<file path="src/rtl/sid_envelope_mux_pkg.sv">
// Shared SID envelope types, rate/exponential tables and per-voice state layout.
package sid_envelope_mux_pkg;

  localparam int unsigned CYCLE_W = 5;
  localparam int unsigned NIB_W   = 4;
  localparam int unsigned ENV_W   = 8;
  localparam int unsigned RATE_W  = 15;
  localparam int unsigned EXP_W   = 5;
  localparam int unsigned SEL_W   = 3;

  typedef logic [CYCLE_W-1:0] cycle_t;

  // Voice v is serviced in cycle CYCLE_FIRST + v
  localparam cycle_t CYCLE_FIRST = CYCLE_W'(5);
  localparam cycle_t CYCLE_LAST  = CYCLE_W'(10);

  // Register image of one voice; 'rel' is the release nibble (release is a keyword)
  typedef struct packed {
    logic             gate;
    logic [NIB_W-1:0] attack;
    logic [NIB_W-1:0] decay;
    logic [NIB_W-1:0] sustain;
    logic [NIB_W-1:0] rel;
  } envelope_reg_t;

  typedef enum logic [1:0] {
    ST_ATTACK        = 2'd0,
    ST_DECAY_SUSTAIN = 2'd1,
    ST_RELEASE       = 2'd2
  } env_state_e;

  typedef struct packed {
    logic [ENV_W-1:0]  env;
    logic [RATE_W-1:0] rate_cnt;
    logic [EXP_W-1:0]  exp_cnt;
    env_state_e        state;
    logic              gate_prev;
  } voice_t;

  localparam voice_t VOICE_RESET = '{
    env:       '0,
    rate_cnt:  '0,
    exp_cnt:   '0,
    state:     ST_RELEASE,
    gate_prev: 1'b0
  };

  localparam logic [ENV_W-1:0] ENV_MAX = ENV_W'(255);

  // Lower bound of each exponential-divider band
  localparam logic [ENV_W-1:0] EXP_TH_1  = ENV_W'(94);
  localparam logic [ENV_W-1:0] EXP_TH_2  = ENV_W'(55);
  localparam logic [ENV_W-1:0] EXP_TH_4  = ENV_W'(27);
  localparam logic [ENV_W-1:0] EXP_TH_8  = ENV_W'(15);
  localparam logic [ENV_W-1:0] EXP_TH_16 = ENV_W'(7);
  localparam logic [ENV_W-1:0] EXP_TH_30 = ENV_W'(1);

  // Rate counter period for an ADSR nibble
  function automatic logic [RATE_W-1:0] rate_period(input logic [NIB_W-1:0] idx);
    rate_period = RATE_W'(31251);
    case (idx)
      4'd0:    rate_period = RATE_W'(8);
      4'd1:    rate_period = RATE_W'(31);
      4'd2:    rate_period = RATE_W'(62);
      4'd3:    rate_period = RATE_W'(94);
      4'd4:    rate_period = RATE_W'(148);
      4'd5:    rate_period = RATE_W'(219);
      4'd6:    rate_period = RATE_W'(266);
      4'd7:    rate_period = RATE_W'(312);
      4'd8:    rate_period = RATE_W'(391);
      4'd9:    rate_period = RATE_W'(976);
      4'd10:   rate_period = RATE_W'(1953);
      4'd11:   rate_period = RATE_W'(3125);
      4'd12:   rate_period = RATE_W'(3906);
      4'd13:   rate_period = RATE_W'(11719);
      4'd14:   rate_period = RATE_W'(19531);
      default: rate_period = RATE_W'(31251);
    endcase
  endfunction

  // Exponential divider period as a function of the current level
  function automatic logic [EXP_W-1:0] exp_period(input logic [ENV_W-1:0] lvl);
    exp_period = EXP_W'(1);
    if (lvl >= EXP_TH_1)       exp_period = EXP_W'(1);
    else if (lvl >= EXP_TH_2)  exp_period = EXP_W'(2);
    else if (lvl >= EXP_TH_4)  exp_period = EXP_W'(4);
    else if (lvl >= EXP_TH_8)  exp_period = EXP_W'(8);
    else if (lvl >= EXP_TH_16) exp_period = EXP_W'(16);
    else if (lvl >= EXP_TH_30) exp_period = EXP_W'(30);
    else                       exp_period = EXP_W'(1);
  endfunction

  // Sustain nibble replicated into a full 8-bit level
  function automatic logic [ENV_W-1:0] sustain_level(input logic [NIB_W-1:0] s);
    sustain_level = {s, s};
  endfunction

endpackage

</file>
<file path="src/rtl/sid_envelope_mux.sv">
// Six-voice time-multiplexed SID ADSR envelope generator.
module sid_envelope_mux
  import sid_envelope_mux_pkg::*;
(
  input  logic          clk,
  input  logic          res,
  input  cycle_t        cycle,
  input  envelope_reg_t ereg_5,
  output logic [7:0]    env
);

  voice_t v0_q, v1_q, v2_q, v3_q, v4_q, v5_q;

  logic               active_c;
  logic [SEL_W-1:0]   sel_c;
  voice_t             cur_c;
  voice_t             nxt_c;
  env_state_e         st_c;
  logic [NIB_W-1:0]   idx_c;
  logic [RATE_W-1:0]  period_c;
  logic               rate_tick_c;
  logic [EXP_W-1:0]   exp_inc_c;
  logic               exp_tick_c;

  // Decode which voice, if any, owns this cycle
  always_comb begin
    active_c = 1'b0;
    sel_c    = '0;
    if (cycle >= CYCLE_FIRST && cycle <= CYCLE_LAST) begin
      active_c = 1'b1;
      sel_c    = SEL_W'(cycle - CYCLE_FIRST);
    end
  end

  // Select the stored state of the active voice
  always_comb begin
    cur_c = v0_q;
    case (sel_c)
      3'd1:    cur_c = v1_q;
      3'd2:    cur_c = v2_q;
      3'd3:    cur_c = v3_q;
      3'd4:    cur_c = v4_q;
      3'd5:    cur_c = v5_q;
      default: cur_c = v0_q;
    endcase
  end

  // Gate edge, rate counter, exponential divider and level update for one voice
  always_comb begin
    nxt_c       = cur_c;
    st_c        = cur_c.state;
    idx_c       = ereg_5.rel;
    period_c    = '0;
    rate_tick_c = 1'b0;
    exp_inc_c   = '0;
    exp_tick_c  = 1'b0;

    // New state is applied before any tick of this update is processed
    if (ereg_5.gate && !cur_c.gate_prev) begin
      st_c = ST_ATTACK;
    end else if (!ereg_5.gate && cur_c.gate_prev) begin
      st_c = ST_RELEASE;
    end
    nxt_c.gate_prev = ereg_5.gate;
    nxt_c.state     = st_c;

    case (st_c)
      ST_ATTACK:        idx_c = ereg_5.attack;
      ST_DECAY_SUSTAIN: idx_c = ereg_5.decay;
      default:          idx_c = ereg_5.rel;
    endcase

    // Equality compare only: a period lowered below the count waits for the 15-bit wrap
    period_c       = rate_period(idx_c);
    rate_tick_c    = (cur_c.rate_cnt == period_c);
    nxt_c.rate_cnt = rate_tick_c ? '0 : cur_c.rate_cnt + RATE_W'(1);

    exp_inc_c = cur_c.exp_cnt + EXP_W'(1);
    if (rate_tick_c) begin
      if (st_c == ST_ATTACK) begin
        nxt_c.exp_cnt = '0;
        if (cur_c.env != ENV_MAX) begin
          nxt_c.env = cur_c.env + ENV_W'(1);
        end
        if (nxt_c.env == ENV_MAX) begin
          nxt_c.state = ST_DECAY_SUSTAIN;
        end
      end else begin
        exp_tick_c    = (exp_inc_c == exp_period(cur_c.env));
        nxt_c.exp_cnt = exp_tick_c ? '0 : exp_inc_c;
      end
    end

    // Decay stops at (or below) the sustain level; release freezes at zero
    if (exp_tick_c) begin
      if (st_c == ST_DECAY_SUSTAIN) begin
        if (cur_c.env > sustain_level(ereg_5.sustain)) begin
          nxt_c.env = cur_c.env - ENV_W'(1);
        end
      end else if (cur_c.env != '0) begin
        nxt_c.env = cur_c.env - ENV_W'(1);
      end
    end
  end

  // Per-voice state registers and the shared output level
  always_ff @(posedge clk) begin
    if (res) begin
      v0_q <= VOICE_RESET;
      v1_q <= VOICE_RESET;
      v2_q <= VOICE_RESET;
      v3_q <= VOICE_RESET;
      v4_q <= VOICE_RESET;
      v5_q <= VOICE_RESET;
      env  <= '0;
    end else if (active_c) begin
      case (sel_c)
        3'd0:    v0_q <= nxt_c;
        3'd1:    v1_q <= nxt_c;
        3'd2:    v2_q <= nxt_c;
        3'd3:    v3_q <= nxt_c;
        3'd4:    v4_q <= nxt_c;
        3'd5:    v5_q <= nxt_c;
        default: ;
      endcase
      env <= nxt_c.env;
    end
  end

endmodule

</file>
<file path="config.mk">
export PLATFORM = sky130hd
export DESIGN_NAME = sid_envelope_mux
export DESIGN_NICKNAME = d
export VERILOG_FILES = /design/src/rtl/sid_envelope_mux_pkg.sv /design/src/rtl/sid_envelope_mux.sv
export SDC_FILE = /design/constraint.sdc
export NUM_CORES = 1
export LEC_CHECK = 0
export CAP_MARGIN = 20
export CORE_AREA = 2 2 146 148
export DETAILED_ROUTE_END_ITERATION = 16
export DIE_AREA = 0 0 148 150
export GPL_TIMING_DRIVEN = 0
export PLACE_DENSITY = 0.75
export SLEW_MARGIN = 25
export SYNTH_ARGS = -nofsm -noshare
export SYNTH_HDL_FRONTEND = slang
export SYNTH_SLANG_ARGS = --single-unit
</file>
<file path="constraint.sdc">
create_clock -name clk -period 6.5 [get_ports clk]
set_input_delay 0.975 -clock clk [delete_from_list [all_inputs] [get_ports clk]]
set_output_delay 0.975 -clock clk [all_outputs]
set_load 0.02 [all_outputs]
</file>
==> results of run 1 <==
final cells by class:
type	count	area share (%)
clock buffers	20	3.350
repair buffers	79	5.379
multi-input cells	1079	53.05
well taps	275	2.524
flip-flops and latches	194	28.49
inverters	35	1.037
clock inverters	12	1.303
plain buffers	114	4.865
cell usage after synthesis (all sizes together), types with 11 or more instances:
cell	n
nand3b	19
clkbuf	79
o21ai	43
mux2i	25
o41ai	16
o22ai	13
nor2	137
a2bb2oi	15
inv	35
buf	37
nand2	181
xnor2	23
nand3	50
a21oi	148
a22oi	11
and2	11
nor3	28
a211oi	72
or3	78
a31oi	14
ha	26
dfxtp	194
per-stage QoR:
step | hold WS [ps] | worst slack (ps) | area [sq um] | TNS [ps]
after global placement | 437.5 | -2279 | 11870 | -305660
final | 455.5 | 111.8 | 13630 | 0
after detailed placement | 445.1 | -2368 | 11880 | -324420
after floorplan | 428.5 | 261.2 | 11230 | 0
after global routing | 471.3 | -34.37 | 13630 | -340.2
after CTS | 455.0 | 0.4734 | 13090 | 0
routing by layer:
layer | wire (um) | up-vias
met4 | 2265 | 0
met1 | 16720 | 5741
met5 | 0 | -
li1 | - | 5427
met3 | 5584 | 192
met2 | 18410 | 982
final timing paths:
check,start,endpoint,slack (ps)
worst max-delay path,cycle[0],env[1]$_SDFFE_PP0P_,110
worst max register to register,v4_q[2]$_SDFFE_PP1P_,env[1]$_SDFFE_PP0P_,1480
worst min-delay path,v2_q[8]$_SDFFE_PP0P_,v2_q[8]$_SDFFE_PP0P_,460
worst min register to register,v2_q[8]$_SDFFE_PP0P_,v2_q[8]$_SDFFE_PP0P_,460
logic make-up after synthesis:
logic type,after synthesis,synth area share [%]
simple gates,550,23.29
compound gates,446,28.52
flops,194,34.58
buf+inv,151,5.681
xor+xnor,30,2.406
mux,27,2.629
fa+ha+maj,26,2.896
cell usage in the layout, fill, tap and decap left out, drive strengths merged, types with 26 or more instances in the layout:
cell,Yosys,layout
ha,26,26
nand3,50,50
a21oi,148,148
inv,35,35
clkdlybuf4s50,0,28
or3,78,78
nand2,181,181
buf,37,84
a211oi,72,72
nor3,28,28
nor2,137,137
o21ai,43,43
dfxtp,194,194
clkbuf,79,100
registers in the layout, summed over array words and instances (netlist names):
| register | flops |
|---|---|
| v0_q | 31 |
| v1_q | 31 |
| v2_q | 31 |
| v3_q | 31 |
| v4_q | 31 |
| v5_q | 31 |
| env | 8 |
critical path, cell delays in order:
cell and delay (ps):
clkdlybuf4s50_1 500, buf_6 140, clkinvlp_4 120, ha_4 220, xor2_4 200, or3_1 390, a311o_2 450, a222oi_1 390
o22a_2 230, a32o_2 190, buf_8 150, clkinvlp_4 130, ha_1 240, xnor2_1 200, a21oi_1 140, a2111oi_4 380
o2111ai_2 190, nor4_4 290, buf_4 170, buf_4 140, buf_6 150, o211ai_1 260, nor2_2 330, o31ai_1 110
what timing repair did:
action,CTS,global route
cloned,0,1
setup buffers,23,25
pin swaps,16,25
hold buffers,0,0
endpoints found under the setup margin,182,182
resized for setup,91,86
power by group:
group	leakage, nW	internal (mW)	switching (mW)
clock	0.311	0.667	0.483
combinational	2.74	0.250	0.456
sequential	1.56	1.20	0.00899
total	4.62	2.12	0.947
==> results_dict.tcl, run 1 <==
set metrics [dict create \
    final_cells 1808 \
    grt_util_met2_pct 57.01 \
    netlist_area_sq_mm 0.01123 \
    yosysSeqAreaShare_pct 34.58 \
    fill_cells 1737 \
    antenna_found_initial 0 \
    fin_skew_ps 11.02 \
    fin_crit_ps 6388 \
    worstSetupPathType "input pin to register" \
    route.antenna.remaining_nets 0 \
    regArea_sq_mm 0.003884 \
    p_total_mw 3.067 \
    gp_congestion 1.016 \
    max-slew-margin-rel_pct 31.06 \
    syn_area_per_cell_sq_um 7.888 \
    vias 12340 \
    cts_tree "done" \
    hold_viol 0 \
    nets 1570 \
    multi_input_area_sq_mm 0.007232 \
    finalSetupViolations 0 \
    dp.final_hpwl_um 29850 \
    initial_utilization_pct 54.29 \
    grt_usage_pct 37.23 \
    power_density_mw_per_mm2 225.0 \
    hold_class "register to register" \
    synth_edf_count 0 \
    hold_depth 2 \
    fmax_mhz 156.5 \
    rows 53 \
    yosysWarnings 0 \
    p_leak_nw 4.617 \
    grt_remaining_overflow 0 \
    insertion_delay_ps 450 \
    cts_max_level 4 \
    n_antenna_cell 0 \
    grt_pass1_wl_um 63650 \
    grt_most_used_layer "met2" \
    grt_use_met1_pct 49.55 \
    cp.required_ps 6810 \
    root_buffer "clkbuf_16" \
    worstRegToRegCells 19 \
    die_y_um 150 \
    worst-endpoint-arrival_ps 6690 \
    synth_top_area_cell "dfxtp_1" \
    crit_path_end_kind "register" \
    drtIter0Drc 2102 \
    dp_cells 1728 \
    grt_pass1_vias 10860 \
    cap_violations 0 \
    min_period_over_period_pct 98.28 \
    die_area_sq_mm 0.02220 \
    grt_max_degree 17 \
    cts_buffers 17 \
    syn2layout_area_growth_pct 21.37 \
    drv_slew 0 \
    clockBufferDepth 2 \
    die_w_um 148 \
    peakVddDrop_mv 0.1714 \
    grt_use_met3_pct 9.695 \
    synth_ff_type "dfxtp_1" \
    synth_top_area_share_pct 34.58 \
    cp_max_fo 10 \
    cts_sinks 194 \
    drc 0 \
    vias_per_cell 6.826 \
    drive_gt1_share_pct 16.05 \
    start_kind "input pin" \
    final_core_util_pct 65.89 \
    max_slew.worst_pin.slew_ps 1027 \
    synth_area_leaders "dfxtp_1 (35%), a21oi_1 (6.5%), nand2_1 (6.0%)" \
    cts.clk_slew.worst_paths_ps 70 \
    syn_inst 1424 \
    coreArea_sq_mm 0.02069 \
    async_flop_share_pct 0 \
    status "finished clean" \
    firstDrtPassIters 10 \
    synth_seq_cells 194 \
    wl_per_cell_um 23.77 \
    synth_nets 1474 \
    wl_um 42980 \
    numPortBuffers 29 \
    ys_types 88 \
    ios 32 \
]
Note: power is estimated with default switching activity, not from simulation.
==> inputs of run 2 (changes only) <==
--- a/config.mk
+++ b/config.mk
@@ -7,6 +7,7 @@
 export LEC_CHECK = 0
 export CAP_MARGIN = 20
 export CORE_AREA = 2 2 146 148
+export CTS_CLUSTER_SIZE = 12
 export DETAILED_ROUTE_END_ITERATION = 16
 export DIE_AREA = 0 0 148 150
 export GPL_TIMING_DRIVEN = 0
==> results of run 2 <==
The final DEF is identical to that of run 1; final timing and power are the same.
